## src/rtl/apb_pkg.sv

```systemverilog
// apb_pkg: shared APB types and constants for the master arbiter.
//   ADDR_WIDTH / DATA_WIDTH   : APB bus widths
//   addr_t / data_t           : bus word types
//   apb_req_t                 : one requester's transfer (paddr, pwrite, pwdata)
//   apb_state_t               : APB master FSM states
//   APB_TIMEOUT_CYCLES        : default ACCESS-cycle limit before forced termination
package apb_pkg;
  localparam int ADDR_WIDTH = 32;
  localparam int DATA_WIDTH = 32;
  localparam int APB_TIMEOUT_CYCLES = 16;

  typedef logic [ADDR_WIDTH-1:0] addr_t;
  typedef logic [DATA_WIDTH-1:0] data_t;

  typedef struct packed {
    addr_t paddr;
    logic  pwrite;
    data_t pwdata;
  } apb_req_t;

  typedef enum logic [1:0] {
    IDLE   = 2'd0,
    SETUP  = 2'd1,
    ACCESS = 2'd2
  } apb_state_t;
endpackage

```

## src/rtl/apb_master_arbiter_if.sv

```systemverilog
// apb_master_arbiter_if: requester-side handshake plus APB master bus.
//   req_valid/req/req_ready     : per-requester request channel
//   rsp_valid/rsp_prdata/rsp_pslverr : completion channel
//   psel/penable/pwrite/paddr/pwdata : APB master outputs
//   prdata/pready/pslverr       : APB slave responses
// modport master: arbiter view; modport slave: environment view.
interface apb_master_arbiter_if import apb_pkg::*; #(
  parameter int NUM_REQ = 2
);
  logic [NUM_REQ-1:0]           req_valid;
  apb_req_t [NUM_REQ-1:0]       req;
  logic [NUM_REQ-1:0]           req_ready;
  logic [NUM_REQ-1:0]           rsp_valid;
  data_t                        rsp_prdata;
  logic                         rsp_pslverr;
  logic                         psel;
  logic                         penable;
  logic                         pwrite;
  addr_t                        paddr;
  data_t                        pwdata;
  data_t                        prdata;
  logic                         pready;
  logic                         pslverr;

  modport master (
    input  req_valid, req, prdata, pready, pslverr,
    output req_ready, rsp_valid, rsp_prdata, rsp_pslverr,
           psel, penable, pwrite, paddr, pwdata
  );

  modport slave (
    output req_valid, req, prdata, pready, pslverr,
    input  req_ready, rsp_valid, rsp_prdata, rsp_pslverr,
           psel, penable, pwrite, paddr, pwdata
  );
endinterface

```

## src/rtl/apb_rr_arbiter.sv

```systemverilog
// apb_rr_arbiter: combinational round-robin picker.
//   req_i        : request vector
//   last_grant_i : index of the most recently accepted requester
//   grant_o      : one-hot winner (zero when no request)
//   grant_idx_o  : winner index
//   valid_o      : any request present
// Search starts at last_grant_i+1 and wraps, so last_grant_i itself is lowest priority.
module apb_rr_arbiter #(
  parameter int NUM_REQ = 2,
  parameter int IW = (NUM_REQ > 1) ? $clog2(NUM_REQ) : 1
) (
  input  logic [NUM_REQ-1:0] req_i,
  input  logic [IW-1:0]      last_grant_i,
  output logic [NUM_REQ-1:0] grant_o,
  output logic [IW-1:0]      grant_idx_o,
  output logic               valid_o
);
  logic          found;
  logic [IW-1:0] cand;

  always_comb begin
    grant_o     = '0;
    grant_idx_o = '0;
    found       = 1'b0;
    cand        = '0;
    for (int k = 1; k <= NUM_REQ; k++) begin
      cand = IW'((int'(last_grant_i) + k) % NUM_REQ);
      if (!found && req_i[cand]) begin
        found         = 1'b1;
        grant_o[cand] = 1'b1;
        grant_idx_o   = cand;
      end
    end
  end

  assign valid_o = found;
endmodule

```

## src/rtl/apb_master_arbiter.sv

```systemverilog
// apb_master_arbiter: shares one APB master port among NUM_REQ requesters.
//   pclk    : clock (rising edge)
//   presetn : asynchronous active-low reset
//   bus     : requester handshake + APB master signals (master modport)
// Round-robin acceptance in IDLE or on ACCESS completion (back-to-back SETUP),
// wait-state counting with forced error termination after TIMEOUT ACCESS cycles.
module apb_master_arbiter import apb_pkg::*; #(
  parameter int NUM_REQ = 2,
  parameter int TIMEOUT = APB_TIMEOUT_CYCLES
) (
  input  logic                 pclk,
  input  logic                 presetn,
  apb_master_arbiter_if.master bus
);
  localparam int IW = (NUM_REQ > 1) ? $clog2(NUM_REQ) : 1;
  localparam int WW = (TIMEOUT > 1) ? $clog2(TIMEOUT) : 1;

  apb_state_t         state_q, state_d;
  logic [IW-1:0]      last_q, last_d;
  logic [WW-1:0]      wcnt_q, wcnt_d;
  addr_t              paddr_q, paddr_d;
  logic               pwrite_q, pwrite_d;
  data_t              pwdata_q, pwdata_d;
  logic [NUM_REQ-1:0] rsp_valid_q, rsp_valid_d;
  data_t              rsp_prdata_q, rsp_prdata_d;
  logic               rsp_pslverr_q, rsp_pslverr_d;

  logic [NUM_REQ-1:0] gnt;
  logic [IW-1:0]      gnt_idx;
  logic               any_req;
  logic               in_access, accept, timeout;
  logic [NUM_REQ-1:0] owner_oh;

  apb_rr_arbiter #(.NUM_REQ(NUM_REQ), .IW(IW)) u_rr (
    .req_i        (bus.req_valid),
    .last_grant_i (last_q),
    .grant_o      (gnt),
    .grant_idx_o  (gnt_idx),
    .valid_o      (any_req)
  );

  assign in_access = (state_q == ACCESS);
  // A new request can be taken when the bus is free or the current transfer finishes now.
  assign accept    = any_req && ((state_q == IDLE) || (in_access && bus.pready));
  // pready in the last allowed cycle wins over the timeout.
  assign timeout   = in_access && !bus.pready && (wcnt_q == WW'(TIMEOUT-1));
  // last_q only moves on acceptance, so it always names the current owner.
  assign owner_oh  = NUM_REQ'(1) << last_q;

  always_comb begin
    state_d       = state_q;
    last_d        = last_q;
    wcnt_d        = wcnt_q;
    paddr_d       = paddr_q;
    pwrite_d      = pwrite_q;
    pwdata_d      = pwdata_q;
    rsp_valid_d   = '0;
    rsp_prdata_d  = rsp_prdata_q;
    rsp_pslverr_d = rsp_pslverr_q;
    if (accept) begin
      paddr_d  = bus.req[gnt_idx].paddr;
      pwrite_d = bus.req[gnt_idx].pwrite;
      pwdata_d = bus.req[gnt_idx].pwdata;
      last_d   = gnt_idx;
    end
    case (state_q)
      IDLE:   if (any_req) state_d = SETUP;
      SETUP: begin
        state_d = ACCESS;
        wcnt_d  = '0;
      end
      ACCESS: begin
        if (bus.pready) begin
          rsp_valid_d   = owner_oh;
          rsp_prdata_d  = bus.prdata;
          rsp_pslverr_d = bus.pslverr;
          state_d       = any_req ? SETUP : IDLE;
        end else if (timeout) begin
          rsp_valid_d   = owner_oh;
          rsp_prdata_d  = '0;
          rsp_pslverr_d = 1'b1;
          state_d       = IDLE;
        end else begin
          wcnt_d = wcnt_q + WW'(1);
        end
      end
      default: state_d = IDLE;
    endcase
  end

  always_ff @(posedge pclk or negedge presetn) begin
    if (!presetn) begin
      state_q       <= IDLE;
      last_q        <= IW'(NUM_REQ-1);
      wcnt_q        <= '0;
      paddr_q       <= '0;
      pwrite_q      <= 1'b0;
      pwdata_q      <= '0;
      rsp_valid_q   <= '0;
      rsp_prdata_q  <= '0;
      rsp_pslverr_q <= 1'b0;
    end else begin
      state_q       <= state_d;
      last_q        <= last_d;
      wcnt_q        <= wcnt_d;
      paddr_q       <= paddr_d;
      pwrite_q      <= pwrite_d;
      pwdata_q      <= pwdata_d;
      rsp_valid_q   <= rsp_valid_d;
      rsp_prdata_q  <= rsp_prdata_d;
      rsp_pslverr_q <= rsp_pslverr_d;
    end
  end

  assign bus.req_ready   = accept ? gnt : '0;
  assign bus.psel        = (state_q != IDLE);
  assign bus.penable     = in_access;
  assign bus.pwrite      = pwrite_q;
  assign bus.paddr       = paddr_q;
  assign bus.pwdata      = pwdata_q;
  assign bus.rsp_valid   = rsp_valid_q;
  assign bus.rsp_prdata  = rsp_prdata_q;
  assign bus.rsp_pslverr = rsp_pslverr_q;
endmodule

```

## src/flat_wrapper.sv

```systemverilog
// flat-port wrapper written by rule: the top's interface ports become plain ports
module apb_master_arbiter_flat import apb_pkg::*;
#(
  parameter int NUM_REQ = 2,
  parameter int TIMEOUT = APB_TIMEOUT_CYCLES
)
  (pclk, presetn, bus_req_valid, bus_req, bus_prdata, bus_pready, bus_pslverr, bus_req_ready, bus_rsp_valid, bus_rsp_prdata, bus_rsp_pslverr, bus_psel, bus_penable, bus_pwrite, bus_paddr, bus_pwdata);
  apb_master_arbiter_if #(.NUM_REQ(NUM_REQ)) bus_i ();
  input  logic pclk;
  input  logic presetn;
  input wire logic [$bits(bus_i.req_valid)-1:0] bus_req_valid;
  input wire logic [$bits(bus_i.req)-1:0] bus_req;
  input wire logic [$bits(bus_i.prdata)-1:0] bus_prdata;
  input wire logic [$bits(bus_i.pready)-1:0] bus_pready;
  input wire logic [$bits(bus_i.pslverr)-1:0] bus_pslverr;
  output wire logic [$bits(bus_i.req_ready)-1:0] bus_req_ready;
  output wire logic [$bits(bus_i.rsp_valid)-1:0] bus_rsp_valid;
  output wire logic [$bits(bus_i.rsp_prdata)-1:0] bus_rsp_prdata;
  output wire logic [$bits(bus_i.rsp_pslverr)-1:0] bus_rsp_pslverr;
  output wire logic [$bits(bus_i.psel)-1:0] bus_psel;
  output wire logic [$bits(bus_i.penable)-1:0] bus_penable;
  output wire logic [$bits(bus_i.pwrite)-1:0] bus_pwrite;
  output wire logic [$bits(bus_i.paddr)-1:0] bus_paddr;
  output wire logic [$bits(bus_i.pwdata)-1:0] bus_pwdata;
  assign bus_i.req_valid = bus_req_valid;
  assign bus_i.req = bus_req;
  assign bus_i.prdata = bus_prdata;
  assign bus_i.pready = bus_pready;
  assign bus_i.pslverr = bus_pslverr;
  assign bus_req_ready = bus_i.req_ready;
  assign bus_rsp_valid = bus_i.rsp_valid;
  assign bus_rsp_prdata = bus_i.rsp_prdata;
  assign bus_rsp_pslverr = bus_i.rsp_pslverr;
  assign bus_psel = bus_i.psel;
  assign bus_penable = bus_i.penable;
  assign bus_pwrite = bus_i.pwrite;
  assign bus_paddr = bus_i.paddr;
  assign bus_pwdata = bus_i.pwdata;
  apb_master_arbiter #(.NUM_REQ(NUM_REQ), .TIMEOUT(TIMEOUT)) u_core (.pclk(pclk), .presetn(presetn), .bus(bus_i));
endmodule
```

## config.mk

```make
export PLATFORM = sky130hd
export DESIGN_NAME = apb_master_arbiter_flat
export DESIGN_NICKNAME = d
export VERILOG_FILES = /design/src/rtl/apb_pkg.sv /design/src/rtl/apb_master_arbiter_if.sv /design/src/rtl/apb_rr_arbiter.sv /design/src/rtl/apb_master_arbiter.sv /design/src/flat_wrapper.sv
export SDC_FILE = /design/constraint.sdc
export NUM_CORES = 1
export LEC_CHECK = 0
export CORE_MARGIN = 4
export CORE_UTILIZATION = 43
export DETAILED_ROUTE_END_ITERATION = 12
export GPL_ROUTABILITY_DRIVEN = 0
export GPL_TIMING_DRIVEN = 0
export PLACE_DENSITY_LB_ADDON = 0.3
export SLEW_MARGIN = 10
export SYNTH_ARGS = -nofsm -noshare
export SYNTH_HDL_FRONTEND = slang
export SYNTH_SLANG_ARGS = --single-unit
```

## constraint.sdc

```tcl
create_clock -name pclk -period 2.3 [get_ports pclk]
set_input_delay 0.46 -clock pclk [delete_from_list [all_inputs] [get_ports pclk]]
set_output_delay 0.46 -clock pclk [all_outputs]
set_load 0.01 [all_outputs]
```

---- Word level (Yosys, flattened, before mapping) ----
Index checks and enable logic that the tools add are counted.
operators by class
  shift operators ......................... 1
  add/sub/neg operators ................... 3
  reductions and logical operators ........ 17
  eq/ne operators ......................... 7
  bitwise logic cells ..................... 1
  muxes and demuxes ....................... 32
  magnitude comparators ................... 5
operators by type and width
  kind                                                                          number
  65-bit two-way mux                                                            2
  32-bit two-way mux                                                            2
  2-bit two-way mux                                                             9
  1-bit two-way mux                                                             13
  4-bit two-way mux                                                             2
  4-bit case mux with 2 select lines                                            1
  1-bit logical AND                                                             7
  1-bit by 2-bit less-than comparator with 1-bit output, second input constant  3
  2-bit case mux with 3 select lines                                            1
  2-bit nonzero test                                                            3
  4-bit by 1-bit adder with 4-bit output, second input constant                 1
  4-bit == test, second input constant                                          1
  2-bit inequality test, second input constant                                  2
  2-bit AND reduction                                                           2
  3-bit inequality test, second input constant                                  1
  3-bit AND reduction                                                           1
  1-bit adder, second input constant                                            2
  1-bit demux with 1-bit select                                                 2
  2-bit by 1-bit == test with 1-bit output, second input constant               1
  2-bit == test, second input constant                                          1
  1-bit >= comparator, second input constant                                    2
  1-bit logical NOT                                                             2
  2-bit logical NOT                                                             1
  2-bit by 1-bit inequality test with 1-bit output, second input constant       1
  3 further kinds                                                               3
word-level totals
  output and inout port bits .............. 104
  word-level logic and storage cells ...... 75
  flip-flop bits (word level) ............. 107
  input bits .............................. 168

---- Logic depth before layout (Yosys ltp) ----
  depth after elaboration ................. 10
  mapped depth ............................ 6
  gate-level depth less buffers ........... 4

---- By module ----
A second synthesis with hierarchy kept.
second synthesis, totals
  cells, all modules ...................... 329
  area, all modules ....................... 4810.9 µm²
by module, submodules not included
  module              instances  area each (µm²)  sequential area each (µm²)  cells each
  apb_master_arbiter  1          4778.3           2678.8                      324
  apb_rr_arbiter      1          32.5             0.0                         5

---- Least setup slack after synthesis ----
No wires, ideal clock.
  path kind ............................... input-to-reg
  start point ............................. input port bus_req_valid[1]
  end point ............................... register u_core.paddr_q[0] (netlist: u_core.bus.paddr[0])
  library setup time ...................... 0.125 ns
  buffers on the path ..................... 2
  data required time ...................... 2.175 ns
  arrival time ............................ 1.502 ns
  stages .................................. 5
  slack ................................... 0.673 ns
  path through ............................ a21boi_2 -> buf_6 -> buf_6 -> mux2_4 -> mux2_4
between the ends
  word-level cells in the longest chain between the ends .. 8
  elaborated cells between the ends (all ways) .. 13
  classes of those cells .................. mux: 10; reduce/logical: 3
RTL lines
  item                                                    RTL line                   source
  start, declared                                         flat_wrapper.sv:11         input wire logic [$bits(bus_i.req_valid)-1:0] bus_req_valid;
  1-bit two-way mux (implied by the code) (2 in series)   apb_rr_arbiter.sv:28       if (!found && req_i[cand]) begin
  1-bit two-way mux                                       apb_rr_arbiter.sv:28
  1-bit logical NOT                                       apb_rr_arbiter.sv:28
  1-bit logical AND                                       apb_rr_arbiter.sv:28
  1-bit two-way mux                                       apb_rr_arbiter.sv:28
  65-bit two-way mux (implied by the code) (2 in series)  apb_master_arbiter.sv:61   paddr_d = bus.req[gnt_idx].paddr;
  end signal, assigned                                    apb_master_arbiter.sv:106  paddr_q <= paddr_d;
  end, declared                                           apb_master_arbiter.sv:21   addr_t paddr_q, paddr_d;
Parallel ways exist; a longest one is shown, timed or not. The select of a mux whose other input is x is not followed.
A chain may end at the register's enable or synchronous reset.

---- Worst setup path after layout ----
  start point ............................. input port bus_req_valid[1]
  end point ............................... output port bus_req_ready[1]
between the ends
  word-level cells in the longest chain between the ends .. 8
  elaborated cells between the ends (all ways) .. 13
  classes of those cells .................. mux: 9; bitwise: 1; reduce/logical: 3
RTL lines
  item                                                   RTL line                   source
  1-bit two-way mux (implied by the code) (2 in series)  apb_rr_arbiter.sv:28
  1-bit two-way mux                                      apb_rr_arbiter.sv:28
  1-bit logical NOT                                      apb_rr_arbiter.sv:28
  1-bit logical AND                                      apb_rr_arbiter.sv:28
  1-bit two-way mux                                      apb_rr_arbiter.sv:28
  1-bit logical AND                                      apb_master_arbiter.sv:44   assign accept = any_req && ((state_q == IDLE) || (in_access && bus.pready));
  2-bit two-way mux *                                    apb_master_arbiter.sv:115  assign bus.req_ready = accept ? gnt : '0;
  end, declared                                          flat_wrapper.sv:16         output wire logic [$bits(bus_i.req_ready)-1:0] bus_req_ready;
Mark *: on every way between the ends. The rest lies on a longest branch, timed or not. The select of a mux whose other input is x is not followed.

==> metrics.txt <==
# TYPE chip_impl_metric gauge
chip_impl_info{name="status",value="completed"} 1
chip_impl_metric{name="seq_area_frac_synth",unit="%"} 51.95
chip_impl_metric{name="placement_rows",unit=""} 39
chip_impl_metric{name="final.setup_skew",unit="ps"} 7.892
chip_impl_metric{name="finalHoldViolations",unit=""} 0
chip_impl_metric{name="p_per_area",unit="nW/um^2"} 1176
chip_impl_metric{name="clock-sinks",unit=""} 107
chip_impl_metric{name="die-height",unit="microns"} 117.5
chip_impl_metric{name="vdd_drop_max",unit="uV"} 730.2
chip_impl_metric{name="static-leakage-power",unit="nW"} 3.683
chip_impl_metric{name="number_of_vias_per_cell_after_detailed_routing",unit=""} 5.068
chip_impl_info{name="root_buffer",value="sky130_fd_sc_hd__clkbuf_16"} 1
chip_impl_metric{name="final_layout_size_suffix_gt1_share",unit="%"} 28.66
chip_impl_metric{name="htree_levels",unit=""} 3
chip_impl_info{name="critical_path.endpoint_type",value="output port"} 1
chip_impl_info{name="timing.critical_path.from",value="bus_req_valid[1]"} 1
chip_impl_metric{name="avgRoutedWirePerCell",unit="microns"} 19.30
chip_impl_metric{name="final_max_slew_viol_count",unit=""} 0
chip_impl_metric{name="synth.yosys.warnings",unit=""} 0
chip_impl_metric{name="power.total",unit="mW"} 9.915
chip_impl_metric{name="syn2layout_area_growth",unit="%"} 63.46
chip_impl_metric{name="seq_area",unit="sq um"} 2679
chip_impl_metric{name="track_usage",unit="%"} 21.18
chip_impl_metric{name="synth_cell_types",unit=""} 32
chip_impl_metric{name="fp.dieArea",unit="sq um"} 13810
chip_impl_metric{name="top_level_ports",unit=""} 272
chip_impl_metric{name="setup_viol",unit=""} 0
chip_impl_metric{name="drt_first_iter_violations",unit=""} 126
chip_impl_info{name="r2r-start",value="u_core.last_q"} 1
chip_impl_metric{name="multiInputGateArea",unit="sq um"} 2295
chip_impl_metric{name="design_area",unit="sq um"} 8428
chip_impl_metric{name="dp.cells",unit=""} 748
chip_impl_metric{name="post-route-period-util",unit="%"} 95.08
chip_impl_metric{name="cts_buffers",unit=""} 9
chip_impl_metric{name="ys_ff_latch",unit=""} 107
chip_impl_info{name="startpoint_type",value="input pin"} 1
chip_impl_metric{name="global_route.overflow_total",unit=""} 0
chip_impl_metric{name="worst-endpoint-arrival",unit="ps"} 1730
chip_impl_metric{name="timing.final.crit_period",unit="ps"} 2187
chip_impl_metric{name="wl",unit="microns"} 14750
chip_impl_metric{name="num_antenna_cells",unit=""} 0
chip_impl_metric{name="timing.critical_path.required",unit="ps"} 1840
chip_impl_metric{name="num-nets-final",unit=""} 786
chip_impl_metric{name="place_worst_setup_slack",unit="ps"} -497.1
chip_impl_metric{name="global_route_wire_length_before_repair",unit="microns"} 23470
chip_impl_metric{name="fmax",unit="GHz"} 0.4573
chip_impl_metric{name="finish.cell_count_without_fillers",unit=""} 764
chip_impl_info{name="synth.top_cells.by_area",value="sky130_fd_sc_hd__dfrtp_1, sky130_fd_sc_hd__mux2_4, sky130_fd_sc_hd__mux2_2"} 1
chip_impl_metric{name="drcViolationCount",unit=""} 0
chip_impl_metric{name="post_dp_cell_area",unit="sq um"} 8077
chip_impl_metric{name="dp_hpwl",unit="microns"} 11500
chip_impl_metric{name="post_synthesis_instance_area",unit="sq um"} 5156
chip_impl_metric{name="clk_pin_slew_worst_paths",unit="ps"} 70
chip_impl_metric{name="grt_start_max_net_pins",unit=""} 59
chip_impl_metric{name="drt.antenna.violating_nets",unit=""} 0
chip_impl_metric{name="synth_nets",unit=""} 502
chip_impl_metric{name="crit_path_max_fanout",unit=""} 3
chip_impl_info{name="cts_tree",value="done"} 1
chip_impl_metric{name="clk_latency",unit="ps"} 340
chip_impl_metric{name="transition_time_of_the_tightest_slew_check_pin",unit="ps"} 489.4
chip_impl_info{name="unrepaired_setup_endpoints_after_global_routing",value="no"} 1
chip_impl_metric{name="drv_cap",unit=""} 0
chip_impl_metric{name="antenna_violations_before_repair",unit=""} 0
chip_impl_metric{name="worst_slack",unit="ps"} 113.1
chip_impl_metric{name="die_width",unit="microns"} 117.5
chip_impl_metric{name="synth_cells",unit=""} 333
chip_impl_metric{name="synthesis.area_per_instance",unit="sq um"} 15.48
chip_impl_metric{name="io_buffers",unit=""} 271
chip_impl_metric{name="first_global_vias",unit=""} 4327
chip_impl_metric{name="routed-via-count",unit=""} 3872
chip_impl_metric{name="cts.path.max_buffers",unit=""} 2
chip_impl_metric{name="coreArea",unit="sq um"} 11560
chip_impl_metric{name="final.fill_count",unit=""} 808
chip_impl_metric{name="start_util",unit="%"} 44.59
chip_impl_metric{name="top_area_cell_type_share_of_the_netlist_area",unit="%"} 51.44
chip_impl_info{name="timing.hold.worst.class",value="in2async"} 1
chip_impl_metric{name="totalNegativeSetupSlack",unit="ps"} 0
chip_impl_metric{name="relSlewSlack",unit="%"} 67.37
chip_impl_metric{name="first_pass_iters",unit=""} 4
chip_impl_info{name="post-synth-top-area-cell",value="sky130_fd_sc_hd__dfrtp_1"} 1
chip_impl_info{name="crit_type",value="in2out"} 1
layer usage:
layer,global-route usage (%),vias to the layer above,wire length [microns]
met5,0,-,0
met4,6.154,0,266
met3,7.593,21,1350
met2,37.68,183,7520
met1,23.96,1890,5611
li1,-,1778,-
cell type report:
type                       count  share of cell area [%]
clock inverter                 4                  0.8759
sequential                   107                   31.78
inverter                       5                  0.2227
tap                          143                   2.123
timing repair buffer         274                   32.70
buffer                        22                   2.064
multi-input combinational    198                   27.23
clock buffer                  11                   2.999
critical path, cell delays in order:
cell and delay (ps):
sky130_fd_sc_hd__clkdlybuf4s50_1 510, sky130_fd_sc_hd__a21boi_4 230, sky130_fd_sc_hd__buf_12 120, sky130_fd_sc_hd__and2_1 120
sky130_fd_sc_hd__dlygate4sd2_1 280
per-stage QoR:
stage / hold WS, ps / util, %
6_report: 52.30 / 72.88
3_5_place_dp: 432.2 / 69.84
2_1_floorplan: 164.4 / -
5_1_grt: 83.76 / 72.88
3_3_place_gp: 486.0 / 69.59
4_1_cts: 67.34 / 72.84
synth_stat cells, drive strengths merged:
cell type  instances
inv                5
a21boi             1
nand3              1
a22o              32
and2               3
buf               22
o21ai              3
o211ai             1
nor2b              2
a22oi              1
or2                2
nand2b             1
mux2i              2
nor3               4
nand2              3
and3               1
dfrtp            106
mux2             130
nor2               5
or3b               1
clkbuf             1
nor3b              1
o32ai              1
dfstp              1
ha                 1
a21oi              2
path summary, 6_finish.rpt:
| kind | to | slack [ps] | depth (start not counted) |
|---|---|---|---|
| max in group asynchronous | u_core.last_q | 1570 | 2 |
| min reg2reg | u_core.bus.pwdata[1] | 510 | 1 |
| min in group pclk | u_core.bus.pwdata[1] | 510 | 1 |
| max | bus_req_ready[1] | 110 | 5 |
| min | u_core.bus.paddr[24] | 50 | 1 |
| max reg2reg | u_core.bus.paddr[15] | 440 | 6 |
cell usage in the layout, fill, tap and decap left out, types with 2 or more instances in the layout:
master	instances
sky130_fd_sc_hd__dlygate4sd2_1	3
sky130_fd_sc_hd__mux2_2	52
sky130_fd_sc_hd__mux2i_1	2
sky130_fd_sc_hd__a21oi_1	2
sky130_fd_sc_hd__inv_1	5
sky130_fd_sc_hd__buf_6	10
sky130_fd_sc_hd__clkbuf_16	9
sky130_fd_sc_hd__a22o_1	32
sky130_fd_sc_hd__clkbuf_8	2
sky130_fd_sc_hd__mux2_4	78
sky130_fd_sc_hd__buf_2	12
sky130_fd_sc_hd__nor3_1	3
sky130_fd_sc_hd__nand2_1	3
sky130_fd_sc_hd__bufinv_16	2
sky130_fd_sc_hd__nor2_1	5
sky130_fd_sc_hd__dfrtp_1	106
sky130_fd_sc_hd__and2_1	3
sky130_fd_sc_hd__o21ai_0	2
sky130_fd_sc_hd__clkdlybuf4s50_1	267
logic make-up after synthesis:
group	Yosys count	synth area share [%]
muxes	132	34.46
DFF	107	51.95
AOI/OAI and AO/OA	41	6.673
buffers and inverters	28	3.786
and+or+nand+nor	24	2.888
adders and majority gates	1	0.2426
registers in the layout, indices dropped and copies added (netlist names):
| signal | flops |
|---|---|
| u_core.bus.paddr | 32 |
| u_core.bus.pwdata | 32 |
| u_core.bus.rsp_prdata | 32 |
| u_core.wcnt_q | 4 |
| u_core.bus.rsp_valid | 2 |
| u_core.state_q | 2 |
| u_core.bus.pwrite | 1 |
| u_core.bus.rsp_pslverr | 1 |
| u_core.last_q | 1 |
where the power goes:
part	switching [mW]	total, mW	leakage, nW	internal, mW
combinational	1.79	4.95	2.24	3.16
sequential	0.508	3.30	1.29	2.79
clock	0.662	1.67	0.162	1.01
total	2.96	9.92	3.68	6.95
timing repair:
action	CTS	global route
buffers inserted	2	0
hold buffers	0	0
setup endpoints to repair	2	5
resized for setup	7	1
No activity file was read; power rests on OpenSTA's default activity.
